==> config.mk <==
export PLATFORM = sky130hd
export DESIGN_NAME = dmem_ctrl
export DESIGN_NICKNAME = d
export VERILOG_FILES = /design/src/rtl/dmem_ctrl.sv
export SDC_FILE = /design/constraint.sdc
export NUM_CORES = 1
export LEC_CHECK = 0
export CELL_PAD_IN_SITES_DETAIL_PLACEMENT = 2
export CELL_PAD_IN_SITES_GLOBAL_PLACEMENT = 2
export CORE_UTILIZATION = 24
export CTS_CLUSTER_DIAMETER = 200
export DETAILED_ROUTE_END_ITERATION = 10
export PLACE_DENSITY = 0.79
export SLEW_MARGIN = 20
export SYNTH_ARGS = -nofsm -noshare
export SYNTH_HDL_FRONTEND = slang
export SYNTH_SLANG_ARGS = --single-unit
==> constraint.sdc <==
create_clock -name clk -period 4.1 [get_ports clk]
set_input_delay 1.025 -clock clk [delete_from_list [all_inputs] [get_ports clk]]
set_output_delay 1.025 -clock clk [all_outputs]
set_load 0.02 [all_outputs]
==> src/rtl/dmem_ctrl.sv <==
// Single-port data RAM sequencer/arbiter for the MEM-stage (M) and debug/loader (D) ports, with
// sub-word lanes and read-modify-write stores. Define ALIGN_CHK_EN to flag misaligned M accesses.
module dmem_ctrl #(
  parameter int unsigned AW         = 12,
  parameter int unsigned D_MAX_WAIT = 4
) (
  input  logic          clk,
  input  logic          rst,
  input  logic          m_req,
  input  logic          m_we,
  input  logic [1:0]    m_size,
  input  logic          m_unsigned,
  input  logic [31:0]   m_addr,
  input  logic [31:0]   m_wdata,
  output logic [31:0]   m_rdata,
  output logic          m_done,
  output logic          m_err,
  output logic          m_stall,
  input  logic          d_req,
  input  logic          d_we,
  input  logic [31:0]   d_addr,
  input  logic [31:0]   d_wdata,
  output logic [31:0]   d_rdata,
  output logic          d_done,
  output logic          ram_en,
  output logic          ram_we,
  output logic [AW-1:0] ram_addr,
  output logic [31:0]   ram_wdata,
  input  logic [31:0]   ram_rdata,
  output logic          busy
);
  typedef enum logic [1:0] {StIdle, StIssue, StWait, StResp} state_e;

  state_e        state_q, state_d;
  logic          lat_port_q;  // 1 = D owns the current operation
  logic          lat_we_q, lat_uns_q, lat_err_q;
  logic [1:0]    lat_size_q;
  logic [AW+1:0] lat_addr_q;
  logic [31:0]   lat_wdata_q;
  logic [3:0]    wait_cnt_q;
  logic [31:0]   m_rdata_q, d_rdata_q;

  logic          m_win, d_win, d_starved, m_misalign;
  logic          ram_en_c, ram_we_c;
  logic [31:0]   ram_wdata_c;
  logic [7:0]    rd_byte;
  logic [15:0]   rd_half;
  logic [31:0]   load_val, merged;
  logic          unused_addr;

  assign unused_addr = ^{m_addr[31:AW+2], d_addr[31:AW+2]};

`ifdef ALIGN_CHK_EN
  assign m_misalign = ((m_size == 2'b01) && m_addr[0]) || (m_size[1] && (m_addr[1:0] != 2'b00));
  assign m_err      = m_done & lat_err_q;
`else
  assign m_misalign = 1'b0;
  assign m_err      = 1'b0;
`endif

  assign d_starved = d_req && (wait_cnt_q == 4'(D_MAX_WAIT));
  assign m_win     = m_req && !d_starved;
  assign d_win     = d_req && !m_win;

  always_comb begin
    rd_byte = ram_rdata[{lat_addr_q[1:0], 3'b000} +: 8];
    rd_half = lat_addr_q[1] ? ram_rdata[31:16] : ram_rdata[15:0];
    case (lat_size_q)
      2'b00:   load_val = lat_uns_q ? {24'b0, rd_byte} : {{24{rd_byte[7]}}, rd_byte};
      2'b01:   load_val = lat_uns_q ? {16'b0, rd_half} : {{16{rd_half[15]}}, rd_half};
      default: load_val = ram_rdata;
    endcase
    merged = ram_rdata;
    if (lat_size_q == 2'b00) begin
      merged[{lat_addr_q[1:0], 3'b000} +: 8] = lat_wdata_q[7:0];
    end else if (lat_addr_q[1]) begin
      merged[31:16] = lat_wdata_q[15:0];
    end else begin
      merged[15:0] = lat_wdata_q[15:0];
    end
  end

  always_comb begin
    state_d     = state_q;
    ram_en_c    = 1'b0;
    ram_we_c    = 1'b0;
    ram_wdata_c = '0;
    unique case (state_q)
      StIdle: begin
        if (m_win || d_win) state_d = StIssue;
      end
      StIssue: begin
        if (lat_err_q) begin
          state_d = StResp;
        end else begin
          ram_en_c = 1'b1;
          if (lat_we_q && lat_size_q[1]) begin
            ram_we_c    = 1'b1;
            ram_wdata_c = lat_wdata_q;
            state_d     = StResp;
          end else begin
            state_d = StWait;
          end
        end
      end
      StWait: begin
        if (lat_we_q) begin
          ram_en_c    = 1'b1;
          ram_we_c    = 1'b1;
          ram_wdata_c = merged;
        end
        state_d = StResp;
      end
      StResp:  state_d = StIdle;
      default: state_d = StIdle;
    endcase
  end

  always_ff @(posedge clk) begin
    if (rst) begin
      state_q     <= StIdle;
      lat_port_q  <= 1'b0;
      lat_we_q    <= 1'b0;
      lat_uns_q   <= 1'b0;
      lat_err_q   <= 1'b0;
      lat_size_q  <= 2'b00;
      lat_addr_q  <= '0;
      lat_wdata_q <= '0;
      wait_cnt_q  <= '0;
      m_rdata_q   <= '0;
      d_rdata_q   <= '0;
    end else begin
      state_q <= state_d;
      case (state_q)
        StIdle: begin
          if (m_win) begin
            lat_port_q  <= 1'b0;
            lat_we_q    <= m_we;
            lat_size_q  <= m_size;
            lat_uns_q   <= m_unsigned;
            lat_addr_q  <= m_addr[AW+1:0];
            lat_wdata_q <= m_wdata;
            lat_err_q   <= m_misalign;
            if (d_req) wait_cnt_q <= wait_cnt_q + 4'd1;
          end else if (d_win) begin
            lat_port_q  <= 1'b1;
            lat_we_q    <= d_we;
            lat_size_q  <= 2'b10;
            lat_uns_q   <= 1'b0;
            lat_addr_q  <= d_addr[AW+1:0];
            lat_wdata_q <= d_wdata;
            lat_err_q   <= 1'b0;
            wait_cnt_q  <= '0;
          end
        end
        StIssue: begin
          if (lat_err_q) m_rdata_q <= '0;
        end
        StWait: begin
          if (!lat_we_q) begin
            if (lat_port_q) d_rdata_q <= load_val;
            else            m_rdata_q <= load_val;
          end
        end
        default: ;
      endcase
    end
  end

  // Gate RAM strobes with reset so an aborted RMW never writes.
  assign ram_en    = ram_en_c & ~rst;
  assign ram_we    = ram_we_c & ~rst;
  assign ram_addr  = ram_en ? lat_addr_q[AW+1:2] : '0;
  assign ram_wdata = ram_we ? ram_wdata_c : '0;

  assign m_done  = (state_q == StResp) && !lat_port_q && !rst;
  assign d_done  = (state_q == StResp) && lat_port_q && !rst;
  assign m_stall = m_req & ~m_done;
  assign m_rdata = m_rdata_q;
  assign d_rdata = d_rdata_q;
  assign busy    = (state_q != StIdle);
endmodule

==> After elaboration in Yosys (flattened, before gate mapping) <==
Index checks and enable logic that the tools add are counted.
{ "word_totals": {"ff_bits": 122, "input_bits": 169, "out_inout_bits": 115, "word_cells": 98} }
{ "classes": {"add_sub_neg": 2, "eq_ne": 10, "shifts": 3, "n_mux": 44, "bitwise_logic": 6, "reduce_logical": 22} }
{ "ops": {"columns": ["operator", "count"], "rows": [
  ["$mux 32", 12],
  ["$pmux 32 s2", 3],
  ["$mux 16", 3],
  ["$bwmux 32", 1],
  ["$shift 8x7->32 const A", 1],
  ["$shiftx 32x6->8", 1],
  ["$shiftx 8x7->32", 1],
  ["$mux 14", 2],
  ["$mux 1", 13],
  ["$mux 12", 1],
  ["$mux 4", 3],
  ["$ne 2x2->1 const B", 5],
  ["$logic_and 1x1->1", 8],
  ["$pmux 2 s4", 1],
  ["$neg 5->7", 1],
  ["$mux 2", 3],
  ["$reduce_and 3->1", 2],
  ["$reduce_bool 2->1", 3],
  ["$add 4x1->4 const B", 1],
  ["$eq 2x1->1 const B", 2],
  ["$eq 2x2->1 const B", 2],
  ["$eq 4x3->1 const B", 1],
  ["$logic_not 1->1", 4],
  ["$logic_not 2->1", 2],
  ["other kinds (6)", 11]
]} }

==> Longest topological paths before layout <==
Gate-level depths: netlist of run 1.
{ "logic_depth": {"depth_word": 9, "depth_mapped": 8, "mapped_depth_nobuf": 6} }

==> Least setup slack after synthesis of run 1 <==
OpenSTA, ideal clock, no wires.
{ "synth_timing": {"path_type": "register to output", "startpoint": "reg lat_addr_q[1]", "endpoint": "out ram_wdata[16]", "arrival_time_ps": 2548, "required_ps": 3075, "slack_ps": 527, "path_stages_with_launch": 9, "path_buffers": 3, "path_cell_list": "dfxtp_1 -> buf_2 -> buf_2 -> clkinv_1 -> ha_1 -> and3b_1 -> buf_1 -> nand4_1 -> a311oi_1"} }
{ "synth_via": {"elab_chain_len": 7, "word_cells_on_any_way": 9, "classes_between": "1 x add/sub; 2 x shift; 6 x mux"} }
{ "synth_lines": {"columns": ["item", "line", "rtl"], "rows": [
  ["from (decl)", "38", "logic [AW+1:0] lat_addr_q;"],
  ["from (signal assigned)", "141", "lat_addr_q <= m_addr[AW+1:0];"],
  ["from (signal assigned)", "150", "lat_addr_q <= d_addr[AW+1:0];"],
  ["$neg 5->7", "75", "merged[{lat_addr_q[1:0], 3'b000} +: 8] = lat_wdata_q[7:0];"],
  ["$shiftx 8x7->32 or $shift 8x7->32 (tied branches)", "75", null],
  ["$bwmux 32", "75", null],
  ["$mux 32 (*)", "74", "if (lat_size_q == 2'b00) begin"],
  ["$mux 32 (*)", "107", "if (lat_we_q) begin"],
  ["$pmux 32 s2 (*)", "88", "unique case (state_q)"],
  ["$mux 32 (*)", "174", "assign ram_wdata = ram_we ? ram_wdata_c : '0;"],
  ["to (decl)", "28", "output logic [31:0] ram_wdata,"]
]} }
Every way passes the cells marked *; elsewhere a longest branch is shown, timed or not.

==> Worst setup path after layout of run 1 <==
{ "layout_timing": {"startpoint": "in ram_rdata[23]", "endpoint": "out ram_wdata[23]"} }
{ "layout_via": {"elab_chain_len": 5, "word_cells_on_any_way": 6, "classes_between": "6 x mux"} }
{ "layout_lines": {"columns": ["item", "line", "rtl"], "rows": [
  ["from (decl)", "29", "input logic [31:0] ram_rdata,"],
  ["$mux 16 or $bwmux 32 (tied branches)", "76, 75", null],
  ["$mux 32 (*)", "74", null],
  ["$mux 32 (*)", "107", null],
  ["$pmux 32 s2 (*)", "88", null],
  ["$mux 32 (*)", "174", null]
]} }
Marked as above.

==> impl_summary.txt, run 1 <==
----------------------------------------------------
[STA]
  Final period util ... between 90% and 100%
  Time the final worst path needs with I/O delays and setup ... approximately 4.0 ns
  Number of max-slew violations in the final report ... 0
  Fin Clk Skew ... slightly below 0.009 ns
  Final count of negative-setup-slack endpoints ... 0
  Final count of hold timing violations ... 0
  Remaining max-slew budget at the tightest pin ... 30.1%
  Slew at the pin with the worst max-slew slack ... between 1 and 1.5 ns
  Worst setup slack after layout ... between 0.08 and 0.09 ns
  Setup TNS ... 0 ns
  RSZ-0062 raised after global routing ... no
  Peak clock frequency supported by timing ... 249 MHz

[Worst setup path]
  Required time of the worst setup path ... just over 3 ns
  Arrival time of the worst setup path ... roughly 3 ns
  Worst setup path category ... in -> out
  Capture point of the worst reg-to-reg path ... d_rdata[28]
  R2R cell count ... 5
  Crit path launch type ... input pin
  Endpoint type of the worst setup path ... output pin
  Crit Path Max Fanout ... 4
  Slack of the worst reg-to-reg path ... ~1.7 ns
  Worst flop-to-flop path startpoint ... state_q[0]

[Yosys]
  Largest family of logic cells by synthesized area ... compound AO/OA/AOI/OAI gates
  Syn Nets ... 1015
  Leading register cell type out of synthesis ... dfxtp_1
  Library cells used by synthesis ... approximately 60
  Simple-gate area share of the yosys netlist ... 14.2%
  Compound-cell area share of the yosys netlist ... 33.3%
  Adder and majority gate portion of the synthesized area ... under 10%
  Synth warn ... 0
  Post-synthesis async set-or-reset flop share ... 0%
  Post-Syn Area per Cell ... 8.44 um2
  Post-synthesis instance area ... between 0.007 and 0.008 mm2
  Post-synth EDFFs ... 0
  Multiplexer share of the synthesized area ... around 8.7%
  Number of flip-flops and latches in the synthesized netlist ... ~120
  Share of the yosys chip area belonging to registers ... about a third
  Synth Instances ... 834
  Parity-gate share of the synthesized area counting xor and xnor cells ... 0.249%

[Routing]
  DRT Wirelength ... roughly 33000 um
  Average wire per cell in the routed design ... ~23 um
  Number of detailed-route iterations in the first pass ... 4
  Initial detailed-routing violation count ... 482
  DRC ... 0
  Vias after detailed routing ... just under 8000
  Via density per instance ... around 5.4
  Antenna Nets Post-Route ... 0

[Floorplanning]
  Total I/O pin count ... 284
  Initial Util ... 24.5%
  Core area ... between 0.02 and 0.03 mm2
  Die X-Extent ... 173 um
  Site Rows ... 62
  DIE AREA ... between 0.03 and 0.04 mm2
  DIE HEIGHT ... approximately 170 um

[Clock network]
  Clock slew seen by the registers of the worst setup and hold paths ... 0.06 ns
  Number of clock sinks ... approximately 120
  Number of buffers on the longest clock path ... 2
  Setup Buffers After CTS ... 0
  Later-pin clock latency in the skew report ... around 0.43 ns
  Total number of H-tree levels ... 4
  TritonCTS clock tree ... yes
  Root Buffer Master ... clkbuf_16
  Number of buffers inserted during clock tree synthesis ... 17

[Place]
  IO Port Bufs ... between 200 and 250
  Worst setup slack before clock tree synthesis ... 0.127 ns
  Placer's final routability congestion estimate ... 0.828
  Instance area at placement ... 0.00975 mm2
  Total half-perimeter wirelength after legalization and detailed placement ... around 24000 um

[Cells and area]
  Fraction of layout cells with a size suffix above 1 ... between 10% and 20%
  Number of nets at the end of the flow ... 1209
  Final cell area excluding filler cells ... 0.0104 mm2
  Synthesis-to-layout area growth ... 47.7%

[GRT]
  Number of antenna violations at the first check in global routing ... 1
  Global routing usage summed across all routing layers ... 22.0%
  Vias in the first global route ... between 8000 and 9000
  Grt total ovfl ... 0
  Pin count of the biggest net entering global routing ... 97
  Wire length of the first global-routing pass ... around 51000 um

[Hold path]
  Beginning of the worst hold path ... m_rdata[14]
  Worst hold path stage count ... 2
  Path category of the worst min-delay check ... reg -> reg
  End point of the worst hold path ... m_rdata[14]

[Power]
  Leakage dissipation ... between 3 and 4 nW
  P per Cell Area ... ~560 mW/mm2
  Worst vdd ir ... around 320 uV

[Run]
  Max-Cap Viols ... 0

[Run status]
  Outcome ... finished clean

----------------------------------------------------
cell families after synthesis:
group	after synthesis
AO/OA/AOI/OAI	351
AND/OR/NAND/NOR	177
flip-flops	121
buffers and inverters	112
multiplexers	58
adder cells (fa/ha/maj)	12
XOR/XNOR	2
other	1
metal layers:
metal  vias up  share of wire [%]  wire, um  GRT usage, %
met1      3862                 46     15100          28.9
li1       3602                  -         -             -
met5         -                  0         0             0
met3        39                4.8      1560          4.63
met2       220                 47     15400          36.0
met4         0                2.1       684          6.71
area by class of cell:
cell class / instances / area (um2)
fill: 3184 / 18400
multi-input combinational: 601 / 4140
timing repair buffer: 273 / 2670
sequential: 121 / 2420
tap: 384 / 480
clock buffer: 19 / 433
clock inverter: 13 / 195
inverter: 14 / 52.6
antenna: 1 / 2.50
worst max-delay path: stages:
cell and delay [ns]:
clkdlybuf4s50_1 0.64, a32oi_1 0.16, a311oi_1 0.48, clkdlybuf4s50_1 0.69
layout by cell type, fill, tap and decap left out, types with 13 or more instances in the layout:
| cell type | n |
|---|---|
| a221oi_1 | 34 |
| nand2b_1 | 24 |
| mux2i_1 | 33 |
| mux2_2 | 25 |
| nand2_1 | 41 |
| dfxtp_1 | 121 |
| a32oi_1 | 16 |
| clkdlybuf4s50_1 | 242 |
| o21ai_0 | 129 |
| buf_4 | 27 |
| a211oi_1 | 35 |
| a21oi_1 | 13 |
| nand3_1 | 51 |
| and2_1 | 21 |
| a31oi_1 | 71 |
| o2bb2ai_1 | 16 |
| clkbuf_16 | 17 |
sequential cells by signal, summed over array words and instances (netlist names), 2 cells and up:
| register | cells |
|---|---|
| wait_cnt_q | 4 |
| lat_wdata_q | 32 |
| lat_addr_q | 14 |
| lat_size_q | 2 |
| d_rdata | 32 |
| state_q | 2 |
| m_rdata | 32 |
cell usage after synthesis (all sizes together), types with 21 or more instances:
library cell | number | area (um2)
a221oi | 34 | 298
clkbuf | 66 | 249
nand3 | 51 | 255
o21ai | 131 | 656
a31oi | 71 | 444
dfxtp | 121 | 2420
nand2 | 42 | 160
mux2i | 33 | 330
nand2b | 24 | 150
buf | 32 | 190
and2 | 21 | 131
mux2 | 25 | 282
a211oi | 37 | 295
worst max path at each step:
stage                             start            end  slack [ns]  cells past startpoint
final                     ram_rdata[23]  ram_wdata[23]        0.08                      4
after global placement    ram_rdata[23]  ram_wdata[23]        0.14                      4
after floorplan           lat_addr_q[1]  ram_wdata[16]        0.53                      8
after detailed placement  ram_rdata[23]  ram_wdata[23]        0.13                      4
after global routing         state_q[1]  ram_wdata[14]        0.03                      7
after CTS                    state_q[0]    ram_addr[8]        0.01                      6
per-stage QoR:
stage | power (mW) | hold WS, ns | util (%) | cells
2_1_floorplan | 3.24 | 0.479 | - | 834
3_3_place_gp | 4.12 | 0.464 | 33.9 | 1393
3_5_place_dp | 4.22 | 0.470 | 33.9 | 1393
4_1_cts | 5.89 | 0.481 | 36.1 | 1425
5_1_grt | 6.19 | 0.505 | 36.1 | 1426
6_report | 5.86 | 0.479 | 36.1 | 1426
where the power goes:
| part | internal, mW | switching [mW] | leakage, nW |
|---|---|---|---|
| Sequential | 1.49 | 0.300 | 0.991 |
| Combinational | 0.991 | 1.43 | 2.10 |
| Clock | 1.02 | 0.620 | 0.294 |
| Total | 3.50 | 2.35 | 3.39 |
what timing repair did:
item	CTS	global route
hold buffers	0	0
setup endpoints to repair	0	18
resized for setup	0	5
Power figures use the tool's default switching activity.
==> inputs of run 2 (changes only) <==
Settings changed: CAP_MARGIN set to 30, SLEW_MARGIN 20 to not set.
==> impl_summary.txt, run 2 (synthesis results as in run 1) <==
----------------------------------------------------
[Run status]
  Outcome ... finished clean

[Cells and area]
  Most common library cell in the layout ignoring fill and taps ... clkdlybuf4s50_1
  Count of filler cells inserted in the layout ... around 3200
  Synthesis-to-layout area growth ... 48.0%
  Number of nets at the end of the flow ... about 1200
  Fin util ... approximately 36%
  Most frequent cells in the layout ... clkdlybuf4s50_1, o21ai_0, dfxtp_1, a31oi_1, nand3_1
  Fraction of layout cells with a size suffix above 1 ... 10.2%
  Sequential cell area ... 0.00242 mm2
  Area used by multi-input combinational logic ... 0.00414 mm2
  Final cell area excluding filler cells ... between 0.01 and 0.015 mm2

[Clock network]
  Number of clock sinks ... between 100 and 150
  Number of buffers inserted during clock tree synthesis ... 17
  Total number of H-tree levels ... 4
  Root Buffer Master ... clkbuf_16
  TritonCTS clock tree ... yes
  Later-pin clock latency in the skew report ... about 0.43 ns
  Number of buffers on the longest clock path ... 2
  Clock slew seen by the registers of the worst setup and hold paths ... about 0.060 ns

[STA]
  Number of max-slew violations in the final report ... 0
  Remaining max-slew budget at the tightest pin ... between 50% and 60%
  Peak clock frequency supported by timing ... 249 MHz
  Fin Clk Skew ... approximately 0.010 ns
  Final count of hold timing violations ... 0
  Setup TNS ... 0 ns
  RSZ-0062 raised after global routing ... no
  Final count of negative-setup-slack endpoints ... 0
  Final period util ... ~98%
  Slew at the pin with the worst max-slew slack ... around 0.63 ns
  Time the final worst path needs with I/O delays and setup ... about 4.0 ns

[Place]
  Placer's final routability congestion estimate ... 0.828
  Total half-perimeter wirelength after legalization and detailed placement ... about 24000 um
  IO Port Bufs ... between 200 and 250
  Instance area at placement ... 0.00975 mm2

[Routing]
  Number of detailed-route iterations in the first pass ... 4
  Vias after detailed routing ... between 7000 and 8000
  DRC ... 0
  Average wire per cell in the routed design ... 22.9 um
  DRT Wirelength ... around 33000 um
  Antenna Nets Post-Route ... 0
  Via density per instance ... between 5 and 6
  Initial detailed-routing violation count ... between 500 and 600

[Power]
  Leakage dissipation ... 3.40 nW
  P per Cell Area ... ~560 mW/mm2
  Worst vdd ir ... roughly 320 uV
  Overall power after layout ... 5.86 mW

[Floorplanning]
  Initial Util ... 24.5%
  Core area ... 0.0288 mm2
  Total I/O pin count ... 284
  DIE AREA ... roughly 0.03 mm2
  Die X-Extent ... ~170 um
  DIE HEIGHT ... ~170 um
  Site Rows ... 62

[Hold path]
  Path category of the worst min-delay check ... reg -> reg

[GRT]
  Global routing usage summed across all routing layers ... ~22%
  Number of antenna violations at the first check in global routing ... 1
  Pin count of the biggest net entering global routing ... 97
  Wire length of the first global-routing pass ... 50900 um
  Vias in the first global route ... between 8000 and 9000
  Grt total ovfl ... 0

[Worst setup path]
  Crit Path Max Fanout ... 4
  Endpoint type of the worst setup path ... output pin
  Arrival time of the worst setup path ... ~3 ns
  Required time of the worst setup path ... a little over 3 ns
  Worst setup path category ... in -> out
  Crit path launch type ... input pin

[Run]
  Max-Cap Viols ... 0

----------------------------------------------------
==> run 2: cell types whose count changed in the layout (fill, tap and decap cells not counted) <==
cell    delta
buf_12     +1
==> run 2: power by group <==
| group | switching, mW | leakage [nW] | internal, mW |
|---|---|---|---|
| Sequential | 0.298 | 0.991 | 1.49 |
| Clock | 0.622 | 0.294 | 1.02 |
| Combinational | 1.43 | 2.11 | 0.994 |
| Total | 2.35 | 3.40 | 3.51 |
==> run 2: worst paths after layout <==
kind	from	endpoint	slack, ns	cells past startpoint
setup reg to reg	state_q[0]	m_rdata[10]	1.90	6
hold reg to reg	m_rdata[14]	m_rdata[14]	0.48	2
hold / removal	m_rdata[14]	m_rdata[14]	0.48	2
setup / recovery	ram_rdata[23]	ram_wdata[23]	0.08	4
==> run 2: critical path: stages <==
cell and delay (ns):
clkdlybuf4s50_1 0.64, a32oi_1 0.16, a311oi_1 0.48, clkdlybuf4s50_1 0.69
==> run 2: metrics by stage <==
stage | hold slack (ns) | setup WS [ns] | cells
floorplan | 0.479 | 0.527 | 834
global placement | 0.464 | 0.143 | 1393
detailed placement | 0.470 | 0.127 | 1393
CTS | 0.481 | 0.0148 | 1425
global route | 0.505 | 0.0334 | 1427
finish | 0.481 | 0.0809 | 1427
==> run 2: final cells by class <==
| type | count | share of cell area [%] |
|---|---|---|
| Sequential cell | 121 | 23.3 |
| Timing Repair Buffer | 274 | 25.8 |
| Antenna cell | 1 | 0.0240 |
| Multi-Input combinational cell | 601 | 39.8 |
| Clock buffer | 19 | 4.16 |
| Tap cell | 384 | 4.61 |
| Clock inverter | 13 | 1.87 |
| Inverter | 14 | 0.505 |
==> run 2: layer usage <==
| layer | routed length [um] | vias to the layer above | global-route usage (%) | part of all wire (%) |
|---|---|---|---|---|
| li1 | - | 3599 | - | - |
| met1 | 14700 | 3848 | 28.9 | 45 |
| met2 | 15500 | 226 | 36.0 | 48 |
| met3 | 1770 | 41 | 4.63 | 5.4 |
| met4 | 706 | 0 | 6.71 | 2.2 |
| met5 | 0 | - | 0 | 0 |
==> run 2: repair_timing <==
action / in CTS / in global routing
gates resized for setup: 0 / 5
endpoints found under the hold margin: 0 / 0
setup endpoints to repair: 0 / 18
buffers inserted: 0 / 0
hold buffers: 0 / 0
==> inputs of run 3 (changes only) <==
Settings changed: ABC_CLOCK_PERIOD_IN_PS set to 4100.
==> results of run 3 <==
Same layout as run 2: the final DEF is identical, and so are final timing and power.
